File: src/rtl/primogen_pkg.sv
// Shared definitions for the prime_ticker sequencer and its tick divider.
// Holds the sequencer state encoding, the divider sizing helpers and the
// result width used by the primogen prime generator.
package primogen_pkg;

    // Result width of the primogen generator; prime_ticker defaults to it.
    localparam int unsigned PG_WIDTH = 16;

    typedef enum logic [2:0] {
        ST_RST  = 3'd0,
        ST_IDLE = 3'd1,
        ST_REQ  = 3'd2,
        ST_WAIT = 3'd3,
        ST_HOLD = 3'd4,
        ST_ERR  = 3'd5
    } state_e;

    // Board clocks per advance tick.
    function automatic int unsigned calc_div(input int unsigned clk_hz,
                                             input int unsigned tick_hz);
        return clk_hz / tick_hz;
    endfunction

    // Divider counter width; never narrower than one bit.
    function automatic int unsigned cnt_width(input int unsigned div);
        return (div > 1) ? $clog2(div) : 1;
    endfunction

endpackage

File: src/rtl/prime_ticker_tick_gen.sv
// Free-running tick divider for prime_ticker. Counts 0..DIV-1 and pulses
// tick for one cycle on the last count, then wraps to 0.
// Ports:
//   clk   - system clock
//   rst_n - asynchronous active-low reset (counter returns to 0)
//   tick  - one-cycle pulse every DIV clocks
module tick_gen
    import primogen_pkg::*;
#(
    parameter int unsigned DIV = 2
) (
    input  logic clk,
    input  logic rst_n,
    output logic tick
);

    localparam int unsigned    W    = cnt_width(DIV);
    localparam logic [W-1:0]   LAST = W'(DIV - 1);

    logic [W-1:0] cnt_q;
    logic [W-1:0] cnt_d;

    assign tick = (cnt_q == LAST);

    always_comb begin
        cnt_d = tick ? '0 : cnt_q + W'(1);
    end

    always_ff @(posedge clk or negedge rst_n) begin
        if (!rst_n) begin
            cnt_q <= '0;
        end else begin
            cnt_q <= cnt_d;
        end
    end

endmodule

File: src/rtl/prime_ticker.sv
// Board sequencer between the primogen generator and the LEDs. Issues a
// go pulse per tick, latches each result, counts primes, restarts or halts
// on generator overflow and drives a mode-selectable LED display.
// Ports:
//   clk, rst_n        - system clock, asynchronous active-low reset
//   pause             - hold off new requests (pending tick is kept)
//   mode              - LED source: 0 = prime, 1 = count
//   pg_go, pg_rst     - request pulse and active-high reset to the generator
//   pg_ready, pg_error, pg_res - generator handshake and result
//   prime, prime_valid, count  - last result, its validity, primes latched
//   err_flag          - high while in the error state
//   led               - display output
//
// state | meaning
// RST   | generator held in reset for one cycle
// IDLE  | wait for generator idle and no pause
// REQ   | pg_go asserted this cycle
// WAIT  | first cycle blanked, then wait for pg_ready
// HOLD  | result latched, wait for a tick to request the next one
// ERR   | generator overflowed; blink LEDs, restart on tick or halt
module prime_ticker
    import primogen_pkg::*;
#(
    parameter int unsigned CLK_HZ       = 12000000,
    parameter int unsigned TICK_HZ      = 1,
    parameter int unsigned WIDTH        = PG_WIDTH,
    parameter int unsigned NLEDS        = 5,
    parameter int unsigned CW           = 16,
    parameter bit          AUTO_RESTART = 1'b1
) (
    input  logic             clk,
    input  logic             rst_n,
    input  logic             pause,
    input  logic             mode,
    output logic             pg_go,
    output logic             pg_rst,
    input  logic             pg_ready,
    input  logic             pg_error,
    input  logic [WIDTH-1:0] pg_res,
    output logic [WIDTH-1:0] prime,
    output logic             prime_valid,
    output logic [CW-1:0]    count,
    output logic             err_flag,
    output logic [NLEDS-1:0] led
);

    localparam int unsigned DIV = calc_div(CLK_HZ, TICK_HZ);

    logic             tick;
    state_e           state_q, state_d;
    logic             tick_pend_q;
    logic             blank_q;
    logic [WIDTH-1:0] prime_q;
    logic             prime_valid_q;
    logic [CW-1:0]    count_q;
    logic             pg_go_q;
    logic             pg_rst_q;
    logic             err_q;
    logic             blink_q;
    logic [NLEDS-1:0] led_q, led_d;

    logic latch, restart, enter_idle, leave_hold;

    tick_gen #(
        .DIV (DIV)
    ) u_tick_gen (
        .clk   (clk),
        .rst_n (rst_n),
        .tick  (tick)
    );

    always_comb begin
        state_d = state_q;
        case (state_q)
            ST_RST:  state_d = ST_IDLE;
            ST_IDLE: if (pg_ready && !pause) state_d = ST_REQ;
            ST_REQ:  state_d = ST_WAIT;
            ST_WAIT: if (!blank_q && pg_ready) state_d = pg_error ? ST_ERR : ST_HOLD;
            ST_HOLD: if ((tick || tick_pend_q) && !pause) state_d = ST_REQ;
            ST_ERR:  if (AUTO_RESTART && tick) state_d = ST_RST;
            default: state_d = ST_RST;
        endcase
    end

    assign latch      = (state_q == ST_WAIT) && (state_d == ST_HOLD);
    assign restart    = (state_q == ST_ERR)  && (state_d == ST_RST);
    assign enter_idle = (state_q != ST_IDLE) && (state_d == ST_IDLE);
    assign leave_hold = (state_q == ST_HOLD) && (state_d == ST_REQ);

    // Count is zero-extended onto the LEDs when it is narrower than the display.
    always_comb begin
        led_d = '0;
        if (state_q == ST_ERR) begin
            led_d = {NLEDS{blink_q}};
        end else if (mode) begin
            for (int unsigned b = 0; b < NLEDS; b++) begin
                if (b < CW) led_d[b] = count_q[b];
            end
        end else begin
            led_d = prime_q[NLEDS-1:0];
        end
    end

    always_ff @(posedge clk or negedge rst_n) begin
        if (!rst_n) begin
            state_q       <= ST_RST;
            tick_pend_q   <= 1'b0;
            blank_q       <= 1'b0;
            prime_q       <= '0;
            prime_valid_q <= 1'b0;
            count_q       <= '0;
            pg_go_q       <= 1'b0;
            pg_rst_q      <= 1'b1;
            err_q         <= 1'b0;
            blink_q       <= 1'b0;
            led_q         <= '0;
        end else begin
            state_q  <= state_d;
            pg_go_q  <= (state_d == ST_REQ);
            pg_rst_q <= (state_d == ST_RST);
            err_q    <= (state_d == ST_ERR);
            // The cycle right after REQ ignores pg_ready: the generator has
            // not yet dropped its idle indication.
            blank_q  <= (state_q == ST_REQ);
            led_q    <= led_d;

            if (tick) blink_q <= ~blink_q;

            // Clearing wins over a coincident tick so a tick that launches
            // the request is consumed rather than stored.
            if (enter_idle || leave_hold) begin
                tick_pend_q <= 1'b0;
            end else if (tick) begin
                tick_pend_q <= 1'b1;
            end

            if (latch) begin
                prime_q       <= pg_res;
                prime_valid_q <= 1'b1;
                count_q       <= count_q + CW'(1);
            end else if (restart) begin
                count_q       <= '0;
                prime_valid_q <= 1'b0;
            end
        end
    end

    assign pg_go       = pg_go_q;
    assign pg_rst      = pg_rst_q;
    assign prime       = prime_q;
    assign prime_valid = prime_valid_q;
    assign count       = count_q;
    assign err_flag    = err_q;
    assign led         = led_q;

endmodule
File: config.mk
export PLATFORM = sky130hd
export DESIGN_NAME = prime_ticker
export DESIGN_NICKNAME = d
export VERILOG_FILES = /design/src/rtl/primogen_pkg.sv /design/src/rtl/prime_ticker_tick_gen.sv /design/src/rtl/prime_ticker.sv
export SDC_FILE = /design/constraint.sdc
export NUM_CORES = 1
export LEC_CHECK = 0
export ABC_AREA = 1
export ABC_CLOCK_PERIOD_IN_PS = 2750
export CORE_ASPECT_RATIO = 0.5
export CORE_MARGIN = 1
export CORE_UTILIZATION = 55
export CTS_BUF_LIST = sky130_fd_sc_hd__clkbuf_4
export CTS_CLUSTER_DIAMETER = 60
export DETAILED_ROUTE_END_ITERATION = 10
export HOLD_SLACK_MARGIN = 0.06
export PLACE_DENSITY = 0.92
export SLEW_MARGIN = 20
export SYNTH_ARGS = -nofsm -noshare
export SYNTH_HDL_FRONTEND = slang
export SYNTH_SLANG_ARGS = --single-unit
File: constraint.sdc
create_clock -name clk -period 2.75 [get_ports clk]
set_clock_uncertainty 0.1 [all_clocks]
set_input_delay 0.4125 -clock clk [delete_from_list [all_inputs] [get_ports clk]]
set_output_delay 0.4125 -clock clk [all_outputs]
set_load 0.03 [all_outputs]
==> impl_metrics.ini <==
[run_status]
status = completed

[global_routing]
grt_pass1_wl_mm = 14.08
grt_remaining_overflow = 0
grt_use_total_pct = 26.96
grt_pass1_vias = 3095
antenna_found_initial = 0
grt_max_degree = 61

[clocking]
clock_latency_ns = 0.42
cts_setup_buffers = 0
path_clk_slew_ns = 0.12
cts_sinks = 71
ctsResizeCount = 0
clockBufferDepth = 2
cts_tree = yes
cts-root-buf = clkbuf_4
cts_made_buffers = 9
htree_levels = 3

[logic_synthesis]
yosysWarnings = 0
ys.flop_type = dfrtp_1
synth_common_cells = nand2_1, dfrtp_1, inv_1
syn-cell-area_um2 = 3618
synth_nets = 468
yosysTopAreaCell = dfrtp_1
syn_area_per_cell_um2 = 8.150
synth_edf_count = 0
ys_ff_latch = 71
synth_area_leaders = dfrtp_1, nand2_1, inv_1
ys_async_sr_fraction_pct = 100.0
synth_top_area_share_pct = 48.41
synth_cells = 444
synth.most_common_cell = nand2_1
ys_types = 36
synth_seq_area_share_pct = 49.14

[die]
die_h_um = 59.36
io_pins = 63
initial_core_util_pct = 58.31
die_area_um2 = 6927
core_um2 = 6206
placementRows = 20
die_w_um = 116.7

[min_path]
min_path_type = in2async

[job]
cap_violations = 0

[routing]
wl_per_cell_um = 13.68
routed_wl_mm = 8.275
vias_per_cell = 5.311
drc = 0
drt_iter0_markers = 228
drt_first_pass_iters = 5
ant_nets = 0
vias = 3213

[finish]
drive_gt1_share_pct = 9.865
finish.utilization_pct = 72.92
final_cells = 605
final_nets = 536
fillers = 457
synthToLayoutAreaGrowth_pct = 25.07
diodes = 0
multiInputGateArea_um2 = 1545
regArea_um2 = 1778

[critical_path]
endpoint_kind = flip-flop
crit_fanout = 33
cp_top_family = simple AND/OR/NAND/NOR gates
cp.required_ns = 3.02
cp-start-kind = flip-flop
cp.arrival_ns = 2.55
criticalPathCategory = reg2reg
critPathBufInv = 0
max_stage_delay_ns = 0.39
path_cells = ha_1 > nand3_2 > nor2_4 > nand3_4 > nand2_2 > nand3_2 > nand2_2 > nor2_4 > nand2_4 > nand3_1 > nand2_1
slowest_stage = dfrtp_1

[sta]
hold_viol_final = 0
setup_tns_ns = 0
setup_violations = 0
slew_viol_final = 0
period_minus_slack_ns = 2.276
fmax_ghz = 0.4393
grt_setup_unrepaired = false
slew_headroom_pct = 48.42
tightest_slew_ns = 0.7630
min_period_over_period_pct = 82.77

[placement]
place_congestion = 0.9133
dp_hpwl_mm = 5.673
portBuffers = 62
dp.cells = 588

[power_and_ir_drop]
vdd_drop_max_uv = 575.6
power.density_nw_per_um2 = 798.8
p_total_uw = 3615
p_leak_uw = 0.002212
-- path summary, 6_finish.rpt --
kind / start / slack (ns) / cells past startpoint / end
setup / recovery: u_tick_gen.cnt_q[0] / 0.47 / 11 / count[13]
max in group asynchronous: rst_n / 1.62 / 3 / pg_rst
hold / removal: rst_n / 0.29 / 2 / count[8]
min in group clk: blink_q / 0.38 / 1 / blink_q
setup reg to reg: u_tick_gen.cnt_q[0] / 0.47 / 11 / count[13]
hold reg to reg: blink_q / 0.38 / 1 / blink_q
-- power by group --
part           switching [uW]  internal, uW
Sequential                130          1240
Clock                     377           546
Combinational             834           490
Total                    1340          2270
-- state kept, by name, indices dropped and copies added, names as in the netlist --
register and cells:
err_flag 1, pg_go 1, state_q 3, blink_q 1
count 16, tick_pend_q 1, pg_rst 1, prime_valid 1
prime 16, u_tick_gen.cnt_q 24, led 5, blank_q 1
-- placed cells by master (no fill, tap or decap), drive strengths merged --
| cell type | count |
|---|---|
| nor2 | 39 |
| nand3 | 44 |
| buf | 4 |
| bufinv | 4 |
| nor4b | 1 |
| inv | 58 |
| a31oi | 2 |
| a21oi | 10 |
| dlygate4sd3 | 1 |
| clkinv | 5 |
| nand2 | 127 |
| dfrtp | 70 |
| nand4 | 12 |
| xnor2 | 3 |
| xor2 | 12 |
| ha | 2 |
| nor4 | 2 |
| clkinvlp | 1 |
| clkdlybuf4s50 | 61 |
| o21ai | 23 |
| dfstp | 1 |
| or2 | 6 |
| o211a | 1 |
| clkbuf | 9 |
| nor3 | 16 |
| nand3b | 3 |
-- logic make-up after synthesis --
family	after synthesis	share of synthesized area, %
simple gates	250	33.09
fa+ha+maj	2	0.6915
flops	71	49.14
xor+xnor	15	3.631
compound gates	36	5.290
buf+inv	70	8.160
-- layer usage --
| layer | vias up | global-route usage, % | wire, um |
|---|---|---|---|
| met5 | - | 0 | 0 |
| met3 | 18 | 7.055 | 382 |
| met1 | 1547 | 31.57 | 3568 |
| li1 | 1557 | - | - |
| met2 | 91 | 48.18 | 4150 |
| met4 | 0 | 10.85 | 174 |
-- area by class of cell --
cell class / instances / area share [%]
sequential: 71 / 39.29
multi-input combinational: 303 / 34.14
timing repair buffer: 66 / 14.60
inverter: 61 / 5.059
clock inverter: 7 / 2.986
tap: 88 / 2.433
clock buffer: 9 / 1.493
-- repair_timing --
action | in CTS | in global routing
hold buffers | 1 | 0
endpoints found under the setup margin | 0 | 0
endpoints found under the hold margin | 11 | 0
-- metrics by stage --
step / hold slack, ns / cell area [um2] / setup WS (ns)
final: 0.2907 / 4526 / 0.4738
after global placement: 0.2059 / 4313 / 0.2936
after CTS: 0.2678 / 4526 / 0.4821
after global routing: 0.2973 / 4526 / 0.2900
after detailed placement: 0.2161 / 4313 / 0.2256
after floorplan: 0.01691 / 3618 / 0.8131
No activity file was read; power rests on OpenSTA's default activity.
